===== src/rtl/mux_n_reg_pkg.sv =====
// ---------------------------------------------------------------------------
// mux_n_reg_pkg
//   Shared definitions for the N:1 select mux and its registered wrapper, also
//   used by the forwarding muxes:
//     sel_width()    : select width for an N-input mux (clog2, minimum 1)
//     DEF_VAL        : default word driven for an out-of-range select
//     MUX_N_OPERAND  : slice operand k out of a packed operand bus
//     occ_e          : occupancy of the registered output stage
// ---------------------------------------------------------------------------
`ifndef MUX_N_OPERAND
`define MUX_N_OPERAND(bus, k, w) bus[(k)*(w) +: (w)]
`endif

package mux_n_reg_pkg;

    localparam int DEF_NBITS = 32;
    localparam logic [DEF_NBITS-1:0] DEF_VAL = '0;

    // A 1-input or 2-input mux still needs a 1-bit select field.
    function automatic int sel_width(input int n);
        return (n <= 2) ? 1 : $clog2(n);
    endfunction

    // Words held by the output stage: none, output register only,
    // output register plus skid register.
    typedef enum logic [1:0] {
        OCC_EMPTY = 2'd0,
        OCC_OUT   = 2'd1,
        OCC_FULL  = 2'd2
    } occ_e;

endpackage


===== src/rtl/mux_n_reg_if.sv =====
// ---------------------------------------------------------------------------
// mux_n_reg_if
//   Handshake bundle of mux_n_reg.
//     upstream   : i_valid, o_ready, i_sel, i_data (operand k at k*NBITS)
//     downstream : o_valid, i_ready, o_result, o_sel_err
//   slave  : the mux block side
//   master : the side that drives operands and consumes results
// ---------------------------------------------------------------------------
interface mux_n_reg_if
    import mux_n_reg_pkg::*;
#(
    parameter int NBITS   = 32,
    parameter int NINPUTS = 4
);
    localparam int SEL_W = sel_width(NINPUTS);

    logic                       i_valid;
    logic                       o_ready;
    logic [SEL_W-1:0]           i_sel;
    logic [NINPUTS*NBITS-1:0]   i_data;
    logic                       o_valid;
    logic                       i_ready;
    logic [NBITS-1:0]           o_result;
    logic                       o_sel_err;

    modport slave (
        input  i_valid, i_sel, i_data, i_ready,
        output o_ready, o_valid, o_result, o_sel_err
    );

    modport master (
        output i_valid, i_sel, i_data, i_ready,
        input  o_ready, o_valid, o_result, o_sel_err
    );
endinterface


===== src/rtl/mux_n_comb.sv =====
// ---------------------------------------------------------------------------
// mux_n_comb
//   Purely combinational N:1 word select.
//     i_sel  : operand index
//     i_data : packed operands, operand k at [k*NBITS +: NBITS]
//     o_val  : selected operand, or DEFAULT_VAL when i_sel >= NINPUTS
//     o_err  : 1 when i_sel >= NINPUTS
// ---------------------------------------------------------------------------
module mux_n_comb #(
    parameter int               NBITS       = 32,
    parameter int               NINPUTS     = 4,
    parameter int               SEL_W       = 2,
    parameter logic [NBITS-1:0] DEFAULT_VAL = '0
) (
    input  logic [SEL_W-1:0]         i_sel,
    input  logic [NINPUTS*NBITS-1:0] i_data,
    output logic [NBITS-1:0]         o_val,
    output logic                     o_err
);
    // Out-of-range is the fall-through case; any matching index overrides it.
    always_comb begin
        o_val = DEFAULT_VAL;
        o_err = 1'b1;
        for (int k = 0; k < NINPUTS; k++) begin
            if (i_sel == SEL_W'(k)) begin
                o_val = `MUX_N_OPERAND(i_data, k, NBITS);
                o_err = 1'b0;
            end
        end
    end
endmodule


===== src/rtl/mux_n_reg.sv =====
// ---------------------------------------------------------------------------
// mux_n_reg
//   Registered N:1 select with a valid/ready handshake and a one-entry skid
//   buffer. o_ready is a flop (never a function of i_ready), so this stage can
//   be dropped into a pipeline without lengthening the ready path.
//     i_clk   : clock, rising edge
//     i_rst_n : synchronous active-low reset
//     bus     : mux_n_reg_if.slave (upstream operands/select, downstream result)
//   Out-of-range selects yield DEFAULT_VAL with o_sel_err=1.
// ---------------------------------------------------------------------------
module mux_n_reg
    import mux_n_reg_pkg::*;
#(
    parameter int               NBITS       = 32,
    parameter int               NINPUTS     = 4,
    parameter logic [NBITS-1:0] DEFAULT_VAL = NBITS'(DEF_VAL)
) (
    input  logic        i_clk,
    input  logic        i_rst_n,
    mux_n_reg_if.slave  bus
);
    localparam int SEL_W = sel_width(NINPUTS);

    if (NINPUTS < 2 || NINPUTS > 16) begin : g_bad_ninputs
        $error("mux_n_reg: NINPUTS must be within 2..16");
    end

    // Selected word, evaluated only at accept edges.
    logic [NBITS-1:0] mux_val;
    logic             mux_err;

    mux_n_comb #(
        .NBITS       (NBITS),
        .NINPUTS     (NINPUTS),
        .SEL_W       (SEL_W),
        .DEFAULT_VAL (DEFAULT_VAL)
    ) u_mux (
        .i_sel  (bus.i_sel),
        .i_data (bus.i_data),
        .o_val  (mux_val),
        .o_err  (mux_err)
    );

    occ_e             occ_q, occ_nx;
    logic             valid_q, ready_q;
    logic [NBITS-1:0] res_q, skid_res_q;
    logic             err_q, skid_err_q;

    logic accept, drain;
    logic load_out, load_from_skid, load_skid;

    assign accept = bus.i_valid && ready_q;
    assign drain  = valid_q && bus.i_ready;

    always_comb begin
        occ_nx         = occ_q;
        load_out       = 1'b0;
        load_from_skid = 1'b0;
        load_skid      = 1'b0;
        unique case (occ_q)
            OCC_EMPTY: begin
                if (accept) begin
                    load_out = 1'b1;
                    occ_nx   = OCC_OUT;
                end
            end
            OCC_OUT: begin
                if (accept && drain) begin
                    load_out = 1'b1;
                end else if (accept) begin
                    load_skid = 1'b1;
                    occ_nx    = OCC_FULL;
                end else if (drain) begin
                    occ_nx = OCC_EMPTY;
                end
            end
            OCC_FULL: begin
                // ready_q is low here, so no accept can coincide.
                if (drain) begin
                    load_from_skid = 1'b1;
                    occ_nx         = OCC_OUT;
                end
            end
            default: occ_nx = OCC_EMPTY;
        endcase
    end

    always_ff @(posedge i_clk) begin
        if (!i_rst_n) begin
            occ_q      <= OCC_EMPTY;
            valid_q    <= 1'b0;
            ready_q    <= 1'b1;
            res_q      <= '0;
            err_q      <= 1'b0;
            skid_res_q <= '0;
            skid_err_q <= 1'b0;
        end else begin
            occ_q   <= occ_nx;
            // Handshake flags are registered copies of the next occupancy.
            valid_q <= (occ_nx != OCC_EMPTY);
            ready_q <= (occ_nx != OCC_FULL);
            if (load_out) begin
                res_q <= mux_val;
                err_q <= mux_err;
            end else if (load_from_skid) begin
                res_q <= skid_res_q;
                err_q <= skid_err_q;
            end
            if (load_skid) begin
                skid_res_q <= mux_val;
                skid_err_q <= mux_err;
            end
        end
    end

    assign bus.o_valid   = valid_q;
    assign bus.o_ready   = ready_q;
    assign bus.o_result  = res_q;
    assign bus.o_sel_err = err_q;

endmodule

===== src/flat_wrapper.sv =====
// flat-port wrapper written by rule: the top's interface ports become plain ports
module mux_n_reg_flat import mux_n_reg_pkg::*;
#(
    parameter int               NBITS       = 32,
    parameter int               NINPUTS     = 4,
    parameter logic [NBITS-1:0] DEFAULT_VAL = NBITS'(DEF_VAL)
)
  (i_clk, i_rst_n, bus_i_valid, bus_i_sel, bus_i_data, bus_i_ready, bus_o_ready, bus_o_valid, bus_o_result, bus_o_sel_err);
  mux_n_reg_if #(.NBITS(NBITS), .NINPUTS(NINPUTS)) bus_i ();
  input  logic i_clk;
  input  logic i_rst_n;
  input wire logic [$bits(bus_i.i_valid)-1:0] bus_i_valid;
  input wire logic [$bits(bus_i.i_sel)-1:0] bus_i_sel;
  input wire logic [$bits(bus_i.i_data)-1:0] bus_i_data;
  input wire logic [$bits(bus_i.i_ready)-1:0] bus_i_ready;
  output wire logic [$bits(bus_i.o_ready)-1:0] bus_o_ready;
  output wire logic [$bits(bus_i.o_valid)-1:0] bus_o_valid;
  output wire logic [$bits(bus_i.o_result)-1:0] bus_o_result;
  output wire logic [$bits(bus_i.o_sel_err)-1:0] bus_o_sel_err;
  assign bus_i.i_valid = bus_i_valid;
  assign bus_i.i_sel = bus_i_sel;
  assign bus_i.i_data = bus_i_data;
  assign bus_i.i_ready = bus_i_ready;
  assign bus_o_ready = bus_i.o_ready;
  assign bus_o_valid = bus_i.o_valid;
  assign bus_o_result = bus_i.o_result;
  assign bus_o_sel_err = bus_i.o_sel_err;
  mux_n_reg #(.NBITS(NBITS), .NINPUTS(NINPUTS), .DEFAULT_VAL(DEFAULT_VAL)) u_core (.i_clk(i_clk), .i_rst_n(i_rst_n), .bus(bus_i));
endmodule

===== config.mk =====
export PLATFORM = sky130hd
export DESIGN_NAME = mux_n_reg_flat
export DESIGN_NICKNAME = d
export VERILOG_FILES = /design/src/rtl/mux_n_reg_pkg.sv /design/src/rtl/mux_n_reg_if.sv /design/src/rtl/mux_n_comb.sv /design/src/rtl/mux_n_reg.sv /design/src/flat_wrapper.sv
export SDC_FILE = /design/constraint.sdc
export NUM_CORES = 1
export LEC_CHECK = 0
export CAP_MARGIN = 10
export CELL_PAD_IN_SITES_DETAIL_PLACEMENT = 0
export CELL_PAD_IN_SITES_GLOBAL_PLACEMENT = 1
export CORE_MARGIN = 4
export CORE_UTILIZATION = 28
export DETAILED_ROUTE_END_ITERATION = 6
export PLACE_DENSITY_LB_ADDON = 0.1
export SYNTH_ARGS = -nofsm -noshare
export SYNTH_HDL_FRONTEND = slang
export SYNTH_SLANG_ARGS = --single-unit
export TNS_END_PERCENT = 100

===== constraint.sdc =====
create_clock -name i_clk -period 1.5 [get_ports i_clk]
set_clock_uncertainty 0.05 [all_clocks]
set_input_delay 0.3 -clock i_clk [delete_from_list [all_inputs] [get_ports i_clk]]
set_output_delay 0.3 -clock i_clk [all_outputs]
set_load 0.05 [all_outputs]

==> results.cfg <==
[grt]
grt.total_usage_pct = 14.5
grt_use_met2_pct = 24.5
grt_pass1_wl_um = 16500
overflow = 0
met1_usage_pct = 16.8
first_global_vias = 3246
gr-max-usage-layer = met2
antenna_found_initial = 0
grt_start_max_net_pins = 33
grtUsageMet3_pct = 5.64

[place]
dpl_cell_area_um2 = 5900
dp_cells = 613
io_buffers = 168
gp_congestion = 0.750
hpwlAfterDp_um = 7700

[cells_and_area]
layout_common_cells = clkdlybuf4s50_1 (128), dfxtp_1 (68), o2bb2ai_1 (64), buf_12 (44), nand2_1 (35)
fin_util_pct = 50.1
final_area_um2 = 6300
num_antenna_cells = 0
final_nets = 593
final_common_cell = clkdlybuf4s50_1
final_cells = 634
drive_above_1_share_pct = 22.1
area_delta_synth_final_pct = 75.9

[power_and_ir_drop]
combPwrFrac_pct = 31.1
sequentialPowerShare_pct = 35.5
clkPwrFrac_pct = 33.4
pwr_density_cell_nw_per_um2 = 971
p_leak_uw = 0.00253
power.switching_uw = 1680
p_total_uw = 6110
swShare_pct = 27.4
ir_drop_mv = 0.437
p_int_uw = 4440

[clocking]
h-tree-depth = 3
clk_path_buf_depth = 2
cts_hold_buf = 0
cts_tree = built
cts.sinks = 70
clk_latency_ps = 320
path_clk_slew_ps = 50
cts-buffers-inserted = 9
clockRootBuffer = clkbuf_16

[critical_path]
reg2reg_depth = 6
crit_type = flip-flop to flip-flop
reg2reg_slack_ps = 100
critPathLaunchType = flip-flop
slowest_stage = dfxtp_1
path_cells = buf_4 -> nand4b_1 -> buf_4 -> buf_12 -> mux2i_1 -> o2bb2ai_1
worst-path-max-fanout = 23
cp-end-kind = flip-flop
worstPathRequired_ps = 1660
max_stage_delay_ps = 310
worst_ep_arrival_time_ps = 1560
cp_common_cell = buf_4
r2r_start = u_core.occ_q[1]
critPathLaunch = u_core.occ_q[1]
rr_endpoint = u_core.bus.o_result[16]

[die]
pin_count = 169
initial_core_util_pct = 28.5
die_area_um2 = 14700
die_x_um = 121
core_um2 = 12600
fp-row-count = 41
die_h_um = 121

[synth]
syn_nets = 414
synth_fa_ha_area_share_pct = 0
avgSynthCellArea_um2 = 12.8
synth_xor_area_share_pct = 0.245
async_reset_ff_share_pct = 0
netlist_top_cells_area = dfxtp_1 (39%), o2bb2ai_1 (16%), mux4_1 (12%)
synth_top_family_by_area = multiplexers
ys_seq_area_share_pct = 39.1
ys_types = 28
syn_inst = 280
ys_ff_latch = 70
netlist_area_um2 = 3580
synth_edf_count = 0
ys_warn_count = 0
synth-compound-area-share_pct = 17.1
muxShareOfSynthArea_pct = 31.1
synth_top_area_share_pct = 39.1
synth_largest_area_cell = dfxtp_1
synthFlopType = dfxtp_1
synth-simple-area-share_pct = 6.71

[min_path]
hold_path_startpoint = i_rst_n
hp-class = input port to flip-flop
hold_end = u_core.occ_q[0]
whs_path_depth = 3

[timing]
hold_violations = 0
worst_slew_pin_slew_ps = 338
fin_crit_sh_pct = 93.6
max_slew_margin_pct = 77.5
slew_viol_final = 0
setup_viol = 0
finalCriticalPeriod_ps = 1400
holdWs_ps = 351
timing.fmax_mhz = 713

[drt]
routed_wl_um = 10800
wl_per_cell_um = 17.0
drtIter0Drc = 109
vias_per_cell = 4.86
vias = 3080
drc = 0
postRouteAntennaNets = 0
dr.pass1.iters = 4

[run]
cap_viol_max_count = 0

[status]
status = finished clean
==> final cells by class <==
| cell class | instances | area (um2) |
|---|---|---|
| multi-input combinational | 181 | 1990 |
| tap | 172 | 215 |
| fill | 1141 | 6270 |
| inverter | 2 | 7.51 |
| sequential | 70 | 1400 |
| timing repair buffer | 195 | 2380 |
| clock buffer | 14 | 294 |
==> worst max path at each step <==
| stage | end | slack [ps] | cells after the start |
|---|---|---|---|
| floorplan | u_core.skid_res_q[11] | 50 | 4 |
| CTS | u_core.bus.o_result[8] | 20 | 6 |
| global route | u_core.bus.o_result[21] | -2 | 6 |
| finish | u_core.bus.o_result[16] | 100 | 6 |
| detailed placement | u_core.skid_res_q[7] | -300 | 5 |
| global placement | u_core.bus.o_ready | -260 | 5 |
==> cell families (layout without fill, tap and decap cells) <==
family	count (synthesis)	after routing
AOI/OAI and AO/OA	70	70
buffers and inverters	29	211
muxes	65	65
xor gates and xnor gates	1	1
DFF	70	70
and+or+nand+nor	45	45
==> sequential cells by signal, indices dropped and copies added (netlist names) <==
signal                flops
u_core.bus.o_ready        1
u_core.skid_err_q         1
u_core.skid_res_q        32
u_core.bus.o_result      32
u_core.occ_q              2
u_core.bus.o_sel_err      1
u_core.bus.o_valid        1
==> cell usage after synthesis, types with 2 or more instances <==
master / n
mux2i_1: 33
nor2_1: 2
nand2_1: 35
dfxtp_1: 70
mux4_1: 17
buf_6: 10
clkbuf_1: 5
inv_1: 2
buf_4: 3
buf_2: 8
mux4_2: 15
o2bb2ai_1: 64
==> power by group through the flow <==
stage          Combinational [uW]  Clock, uW  Sequential, uW
4_1_cts                      1890       2100            2170
3_5_place_dp                 1880          0            2210
5_1_grt                      2010       2170            2190
6_report                     1900       2040            2170
2_1_floorplan                 546          0            2500
3_3_place_gp                 1870          0            2210
==> critical path, delay by kind of cell (launching register included) <==
kind            cells  cell delay, ps
mux                 1             220
buf+inv             3             510
simple gates        1              90
flops               1             310
compound gates      1              80
==> what timing repair did <==
action	in CTS	in global routing
gates resized for setup	0	6
buffers inserted	0	4
endpoints found under the setup margin	0	25
==> metrics by stage <==
step | TNS (ps) | setup WS, ps
after detailed placement | -18080 | -299
after floorplan | 0 | 53.7
final | 0 | 96.7
after CTS | 0 | 24.5
after global placement | -15780 | -264
after global routing | -2.27 | -2.27
==> routing by layer <==
layer	vias up	share of wire [%]
met5	-	0
met4	0	1.5
met3	13	9.3
met2	120	49
met1	1467	41
li1	1480	-
No activity file was read; power rests on OpenSTA's default activity.
